===== src/rtl/mix_columns_pipe_if.sv =====
// mix_columns_pipe_if: block stream bus for the MixColumns engine.
// Carries the input handshake/state and the output handshake/state/frame tag.
// The slave modport is the engine's view; the master modport is the view of the
// surrounding datapath that feeds and drains it.
interface mix_columns_pipe_if #(
    parameter int unsigned CNT_W = 14
) ();
    logic             in_valid;
    logic             in_ready;
    logic [127:0]     in_data;
    logic             in_inv;
    logic             in_bypass;
    logic             out_valid;
    logic             out_ready;
    logic [127:0]     out_data;
    logic             out_last;
    logic [CNT_W-1:0] blk_cnt;

    modport slave (
        input  in_valid, in_data, in_inv, in_bypass, out_ready,
        output in_ready, out_valid, out_data, out_last, blk_cnt
    );

    modport master (
        output in_valid, in_data, in_inv, in_bypass, out_ready,
        input  in_ready, out_valid, out_data, out_last, blk_cnt
    );
endinterface


===== src/rtl/mix_columns_pipe.sv =====
// mix_columns_pipe: streaming AES MixColumns engine.
// One 128-bit state per cycle is transformed combinationally (forward, inverse or
// bypass, chosen per block) into stage 1, then delayed through PIPE_STAGES-1 more
// register stages. Output blocks carry a frame index that wraps at FRAME_BLOCKS.
// Optional feature macro: MIXCOL_INV_EN builds the InvMixColumns datapath; without
// it in_inv is ignored and such blocks receive the forward transform.
module mix_columns_pipe #(
    parameter int unsigned PIPE_STAGES  = 2,
    parameter int unsigned FRAME_BLOCKS = 16384,
    parameter int unsigned CNT_W        = 14
) (
    input logic               clk,
    input logic               rst,
    mix_columns_pipe_if.slave bus
);
    localparam int unsigned      LAST_STAGE = PIPE_STAGES - 1;
    localparam logic [CNT_W-1:0] LAST_IDX   = CNT_W'(FRAME_BLOCKS - 1);

    // Multiply by 2 in GF(2^8) modulo x^8+x^4+x^3+x+1.
    function automatic logic [7:0] xtime(input logic [7:0] x);
        return {x[6:0], 1'b0} ^ (x[7] ? 8'h1b : 8'h00);
    endfunction

    // Forward MixColumns on one column, row 0 in the top byte.
    function automatic logic [31:0] mix_fwd(input logic [31:0] col);
        logic [7:0] a0, a1, a2, a3;
        {a0, a1, a2, a3} = col;
        return {xtime(a0) ^ xtime(a1) ^ a1 ^ a2 ^ a3,
                a0 ^ xtime(a1) ^ xtime(a2) ^ a2 ^ a3,
                a0 ^ a1 ^ xtime(a2) ^ xtime(a3) ^ a3,
                xtime(a0) ^ a0 ^ a1 ^ a2 ^ xtime(a3)};
    endfunction

`ifdef MIXCOL_INV_EN
    // InvMixColumns on one column; 9/b/d/e multiples built from chained xtime.
    function automatic logic [31:0] mix_inv(input logic [31:0] col);
        logic [7:0] a  [4];
        logic [7:0] m9 [4];
        logic [7:0] mb [4];
        logic [7:0] md [4];
        logic [7:0] me [4];
        logic [7:0] x2, x4, x8;
        for (int i = 0; i < 4; i++) begin
            a[i]  = col[31-8*i -: 8];
            x2    = xtime(a[i]);
            x4    = xtime(x2);
            x8    = xtime(x4);
            m9[i] = x8 ^ a[i];
            mb[i] = x8 ^ x2 ^ a[i];
            md[i] = x8 ^ x4 ^ a[i];
            me[i] = x8 ^ x4 ^ x2;
        end
        return {me[0] ^ mb[1] ^ md[2] ^ m9[3],
                m9[0] ^ me[1] ^ mb[2] ^ md[3],
                md[0] ^ m9[1] ^ me[2] ^ mb[3],
                mb[0] ^ md[1] ^ m9[2] ^ me[3]};
    endfunction
`else
    // Inverse mode is not built; the select input is deliberately left unused.
    logic unused_inv;
    assign unused_inv = bus.in_inv;
`endif

    logic [127:0]     xform;
    logic [127:0]     data_q [PIPE_STAGES];
    logic [PIPE_STAGES-1:0] valid_q;
    logic [PIPE_STAGES-1:0] adv;
    logic             stage_room;
    logic [CNT_W-1:0] blk_cnt_q;

    // Per-block transform of the incoming state; bypass wins over inverse.
    always_comb begin
        xform = bus.in_data;
        if (!bus.in_bypass) begin
            for (int c = 0; c < 4; c++) begin
`ifdef MIXCOL_INV_EN
                xform[127-32*c -: 32] = bus.in_inv ? mix_inv(bus.in_data[127-32*c -: 32])
                                                   : mix_fwd(bus.in_data[127-32*c -: 32]);
`else
                xform[127-32*c -: 32] = mix_fwd(bus.in_data[127-32*c -: 32]);
`endif
            end
        end
    end

    // Ready chain from the output back to stage 1: a stage advances when it holds a
    // block and its successor is empty or advancing itself.
    always_comb begin
        logic room;
        room = bus.out_ready;
        adv  = '0;
        for (int k = PIPE_STAGES - 1; k >= 0; k--) begin
            adv[k] = valid_q[k] & room;
            room   = ~valid_q[k] | room;
        end
        stage_room = room;
    end

    assign bus.in_ready  = rst & stage_room;
    assign bus.out_valid = valid_q[LAST_STAGE];
    assign bus.out_data  = data_q[LAST_STAGE];
    assign bus.out_last  = valid_q[LAST_STAGE] & (blk_cnt_q == LAST_IDX);
    assign bus.blk_cnt   = blk_cnt_q;

    // Pipeline registers; data only moves with a valid block so a stalled output holds.
    always_ff @(posedge clk or negedge rst) begin
        if (!rst) begin
            valid_q <= '0;
            for (int k = 0; k < PIPE_STAGES; k++) begin
                data_q[k] <= '0;
            end
        end else begin
            if (stage_room) begin
                valid_q[0] <= bus.in_valid;
                if (bus.in_valid) begin
                    data_q[0] <= xform;
                end
            end
            for (int k = 1; k < PIPE_STAGES; k++) begin
                if (!valid_q[k] || adv[k]) begin
                    valid_q[k] <= valid_q[k-1];
                    if (valid_q[k-1]) begin
                        data_q[k] <= data_q[k-1];
                    end
                end
            end
        end
    end

    // Frame index of the block on the output; steps on each output transfer.
    always_ff @(posedge clk or negedge rst) begin
        if (!rst) begin
            blk_cnt_q <= '0;
        end else if (adv[LAST_STAGE]) begin
            blk_cnt_q <= (blk_cnt_q == LAST_IDX) ? '0 : blk_cnt_q + CNT_W'(1);
        end
    end
endmodule


===== src/flat_wrapper.sv =====
// flat-port wrapper written by rule: the top's interface ports become plain ports
module mix_columns_pipe_flat 
#(
    parameter int unsigned PIPE_STAGES  = 2,
    parameter int unsigned FRAME_BLOCKS = 16384,
    parameter int unsigned CNT_W        = 14
)
  (clk, rst, bus_in_valid, bus_in_data, bus_in_inv, bus_in_bypass, bus_out_ready, bus_in_ready, bus_out_valid, bus_out_data, bus_out_last, bus_blk_cnt);
  mix_columns_pipe_if #(.CNT_W(CNT_W)) bus_i ();
  input logic clk;
  input logic rst;
  input wire logic [$bits(bus_i.in_valid)-1:0] bus_in_valid;
  input wire logic [$bits(bus_i.in_data)-1:0] bus_in_data;
  input wire logic [$bits(bus_i.in_inv)-1:0] bus_in_inv;
  input wire logic [$bits(bus_i.in_bypass)-1:0] bus_in_bypass;
  input wire logic [$bits(bus_i.out_ready)-1:0] bus_out_ready;
  output wire logic [$bits(bus_i.in_ready)-1:0] bus_in_ready;
  output wire logic [$bits(bus_i.out_valid)-1:0] bus_out_valid;
  output wire logic [$bits(bus_i.out_data)-1:0] bus_out_data;
  output wire logic [$bits(bus_i.out_last)-1:0] bus_out_last;
  output wire logic [$bits(bus_i.blk_cnt)-1:0] bus_blk_cnt;
  assign bus_i.in_valid = bus_in_valid;
  assign bus_i.in_data = bus_in_data;
  assign bus_i.in_inv = bus_in_inv;
  assign bus_i.in_bypass = bus_in_bypass;
  assign bus_i.out_ready = bus_out_ready;
  assign bus_in_ready = bus_i.in_ready;
  assign bus_out_valid = bus_i.out_valid;
  assign bus_out_data = bus_i.out_data;
  assign bus_out_last = bus_i.out_last;
  assign bus_blk_cnt = bus_i.blk_cnt;
  mix_columns_pipe #(.PIPE_STAGES(PIPE_STAGES), .FRAME_BLOCKS(FRAME_BLOCKS), .CNT_W(CNT_W)) u_core (.clk(clk), .rst(rst), .bus(bus_i));
endmodule

===== config.mk =====
export PLATFORM = sky130hd
export DESIGN_NAME = mix_columns_pipe_flat
export DESIGN_NICKNAME = d
export VERILOG_FILES = /design/src/rtl/mix_columns_pipe_if.sv /design/src/rtl/mix_columns_pipe.sv /design/src/flat_wrapper.sv
export SDC_FILE = /design/constraint.sdc
export NUM_CORES = 1
export LEC_CHECK = 0
export BUFFER_PORTS_ARGS = -buffer_cell sky130_fd_sc_hd__buf_2
export CAP_MARGIN = 25
export CORE_MARGIN = 2
export CORE_UTILIZATION = 52
export CTS_CLUSTER_SIZE = 24
export DETAILED_ROUTE_END_ITERATION = 8
export PLACE_DENSITY = 0.72
export SLEW_MARGIN = 30
export SYNTH_ARGS = -nofsm -noshare
export SYNTH_HDL_FRONTEND = slang
export SYNTH_SLANG_ARGS = --single-unit
export TNS_END_PERCENT = 1

===== constraint.sdc =====
create_clock -name clk -period 1.8 [get_ports clk]
set_clock_uncertainty 0.05 [all_clocks]
set_input_delay 0.09 -clock clk [delete_from_list [all_inputs] [get_ports clk]]
set_output_delay 0.09 -clock clk [all_outputs]
set_load 0.02 [all_outputs]

==> parameters.txt <==
Parameter                              Value

Run status
  Result of the run    finished, violations left
  Failing checks    setup timing

Die
  Total die area    32100 sq um
  Standard cell core area    30400 sq um
  Vertical die dimension    179 microns
  Die Wd    179 microns
  I/O pin cnt    279
  Total number of placement rows    64
  Initial core utilization    52.5%

Pwr
  Clock share of power    27.4%
  Power density over the cells    1150 nW/um^2
  Logic gate share of total power    34.1%
  Sequential share of power    38.6%
  Maximum resistive drop on vdd    0.856 mV
  Internal portion of total power    14.7 mW
  Net switching fraction of the power    34.0%
  Reported net switching power    7.60 mW
  Static power due to leakage    8.28 nW

STA
  Total Negative Setup Slacks    -119 ps
  Worst-case setup margin in the final layout    -119 ps
  Period Utilization, post-route    107%
  Pins over their slew limit    0
  Minimum clock period    1920 ps
  Hold Fails Final Rpt    0
  Setup repair after global routing missed its margin    true
  Worst slew slack as a fraction of its limit    60.9%
  Min Hold Slack    67.9 ps
  Measured slew at the worst slew-check pin    587 ps
  Count of endpoints failing setup in the final report    1
  F_max    0.521 GHz

GRT
  Number of global-route vias before repair    12200
  Total Routing Usage GR    24.9%
  Largest net degree at the start of global routing    105
  Total congestion overflow after global routing    0
  Global-route wire length before repair    64300 microns
  Number of antenna violations at the first check in global routing    1

Synth
  Number of enable flip-flop cells after synthesis    0
  Top area cells in the synthesized netlist    sky130_fd_sc_hd__dfrtp_1, sky130_fd_sc_hd__xnor2_1, sky130_fd_sc_hd__mux2_2
  Leading area contributor after synthesis    sky130_fd_sc_hd__dfrtp_1
  Post-synthesis adder-cell area fraction    0.0784%
  Basic-gate share of the synthesized area counting and, or, nand and nor cells    8.65%
  Synthesized cell area    16000 sq um
  Number of instances in the synthesized netlist    1516
  Yosys warning total    0
  Fraction of registers with async set or reset after synthesis    100%
  Compound-cell area share of the yosys netlist    6.27%
  Xor/xnor share of the synthesized area    24.6%
  Most used DFF post-synth    sky130_fd_sc_hd__dfrtp_1
  Synth Register Bits    272
  Seq/Total Area, Yosys    42.6%
  Mux cell area share after synthesis    9.03%
  Unique masters post-synth    29
  Syn Area/Cell    10.5 sq um
  Dominant combinational cell family by area after synthesis    XOR/XNOR gates
  Fraction of post-synthesis cell area in the top cell type by area    42.6%
  Syn nets    1651

Place
  GPL Wtd Cong    0.864
  DP HPWL    26000 microns
  Post-Place Setup Slack    90.3 ps
  Cell count after placement    1991
  # port buffers    277

Setup path
  Maximum fanout along the worst path    4
  Crit Path Class    reg -> out
  Data arrival time of the critical path    1780 ps
  R2R Path End    u_core.bus.blk_cnt[11]$_DFFE_PN0P_
  Setup slack on the worst flop-to-flop path    30 ps
  Worst R2R Path Depth    5
  WP data required    1660 ps
  Type of destination of the critical path    primary output
  Worst R2R Start    u_core.bus.blk_cnt[0]$_DFFE_PN0P_
  Worst Setup Start Kind    flip-flop

Clock network
  Number of levels the H-tree was split into    1
  CTS Root Buffer Type    sky130_fd_sc_hd__clkbuf_16
  Max clock buf depth    3
  Clock buffers created by TritonCTS    30
  Clk Latency, worst-skew pair    550 ps
  Clock slew seen by the registers of the worst setup and hold paths    60 ps
  Clock tree from TritonCTS    done
  Count of clock tree sinks    272

Hold path
  Depth of the worst hold-timing path    4
  Worst Hold End    u_core.data_q[177]$_DFFE_PN0P_
  Beginning of the worst hold path    bus_in_bypass
  Kind of path behind the tightest hold check    in -> reg

Cells and area
  Number of inserted filler cells in the final layout    2349
  Most common cell after layout, fill and taps aside    sky130_fd_sc_hd__xnor2_1
  Area growth from synthesis to final layout    21.3%
  Nets    1911
  Fraction of layout instances using a drive strength above 1    28.6%
  Cell Count, Final, Fillers Out    2194
  Commonest cells after routing, fill and taps aside    sky130_fd_sc_hd__xnor2_1, sky130_fd_sc_hd__buf_2, sky130_fd_sc_hd__dfrtp_1, sky130_fd_sc_hd__nand2_1, sky130_fd_sc_hd__dlygate4sd3_1

Drt
  Total vias in the final route    11800
  DRT Pass-1 Iters    5
  Detailed router's first-iteration violation count    679
  Routed wire length    40100 microns
  Detailed-route DRC error count    0
  Per-cell via count in the routed design    5.39
  WL/cell    18.3 microns
  Antenna-violating nets left    0

Job
  Number of maximum-capacitance constraint violations    0
-- repair_timing --
item,in CTS,in global routing
pin swaps,4,1
resized for setup,11,2
buffers inserted,15,1
hold endpoints to repair,409,0
endpoints found under the setup margin,2,5
hold buffers,133,0
-- per-layer routing --
layer | GRT usage (%) | up-vias | part of all wire [%]
met5 | 0 | - | 0
met3 | 5.07 | 109 | 7.7
li1 | - | 5477 | -
met2 | 41.2 | 445 | 48
met1 | 32.6 | 5796 | 41
met4 | 8.64 | 0 | 3.2
-- synth_stat cells (2+ instances only) --
cell type / number
sky130_fd_sc_hd__a21oi_1: 3
sky130_fd_sc_hd__and2_1: 4
sky130_fd_sc_hd__buf_1: 7
sky130_fd_sc_hd__buf_2: 35
sky130_fd_sc_hd__buf_4: 128
sky130_fd_sc_hd__clkbuf_1: 55
sky130_fd_sc_hd__dfrtp_1: 272
sky130_fd_sc_hd__inv_1: 5
sky130_fd_sc_hd__mux2_2: 128
sky130_fd_sc_hd__nand2_1: 138
sky130_fd_sc_hd__nand2b_1: 5
sky130_fd_sc_hd__nand3_1: 133
sky130_fd_sc_hd__nand4_1: 2
sky130_fd_sc_hd__nor2_1: 6
sky130_fd_sc_hd__nor3_1: 2
sky130_fd_sc_hd__nor4_1: 2
sky130_fd_sc_hd__o211ai_1: 128
sky130_fd_sc_hd__o21ai_0: 5
sky130_fd_sc_hd__or2_2: 2
sky130_fd_sc_hd__or3_1: 3
sky130_fd_sc_hd__xnor2_1: 345
sky130_fd_sc_hd__xnor2_2: 2
sky130_fd_sc_hd__xor2_1: 100
-- critical path, stage by stage, from the launching register on --
cell                      delay [ps]
sky130_fd_sc_hd__dfrtp_1         380
sky130_fd_sc_hd__nand3_2         130
sky130_fd_sc_hd__or2_4           270
sky130_fd_sc_hd__nor3_4          170
sky130_fd_sc_hd__and2_4          180
sky130_fd_sc_hd__buf_6           110
-- metrics by stage --
stage	area (sq um)	util, %	power (mW)
detailed placement	16900	55.4	15.9
global route	19400	63.6	23.6
finish	19400	63.6	22.4
floorplan	16000	-	14.7
CTS	19300	63.6	22.5
global placement	16900	55.4	15.7
-- registers in the layout (all words and copies together), names as in the netlist --
register,flops
u_core.bus.out_data,128
u_core.bus.blk_cnt,14
u_core.data_q,128
u_core.valid_q,2
-- cell type report --
cell class / instances / area, sq um / share of cell area, %
Clock buffer: 42 / 867 / 4.48
Clock inverter: 11 / 120 / 0.620
Sequential cell: 272 / 6810 / 35.2
Inverter: 5 / 18.8 / 0.0969
Antenna cell: 1 / 2.50 / 0.0129
Timing Repair Buffer: 453 / 3220 / 16.6
Tap cell: 396 / 495 / 2.56
Multi-Input combinational cell: 1014 / 7830 / 40.4
-- kinds of logic after synthesis --
group | Yosys count
XOR/XNOR | 447
AND/OR/NAND/NOR | 302
flip-flops | 272
buffers and inverters | 230
AO/OA/AOI/OAI | 136
multiplexers | 128
adder cells (fa/ha/maj) | 1
-- worst max path at each step --
| stage | start | end | slack [ps] | cells past startpoint |
|---|---|---|---|---|
| after global placement | u_core.bus.blk_cnt[5]$_DFFE_PN0P_ | u_core.bus.blk_cnt[11]$_DFFE_PN0P_ | 110 | 4 |
| after global routing | u_core.bus.blk_cnt[3]$_DFFE_PN0P_ | bus_out_last | -190 | 5 |
| after floorplan | u_core.bus.blk_cnt[3]$_DFFE_PN0P_ | u_core.bus.blk_cnt[11]$_DFFE_PN0P_ | 7 | 4 |
| after detailed placement | u_core.bus.blk_cnt[5]$_DFFE_PN0P_ | u_core.bus.blk_cnt[11]$_DFFE_PN0P_ | 90 | 4 |
| after CTS | u_core.bus.blk_cnt[12]$_DFFE_PN0P_ | bus_out_last | -110 | 5 |
| final | u_core.bus.blk_cnt[3]$_DFFE_PN0P_ | bus_out_last | -120 | 5 |
-- power by group through the flow --
stage / Clock, mW / Combinational [mW] / Sequential (mW)
after floorplan: 0 / 6.25 / 8.48
after global placement: 0 / 7.13 / 8.62
after detailed placement: 0 / 7.23 / 8.69
after CTS: 6.28 / 7.59 / 8.59
after global routing: 6.55 / 8.26 / 8.80
final: 6.12 / 7.61 / 8.62
Note: power is estimated with default switching activity, not from simulation.
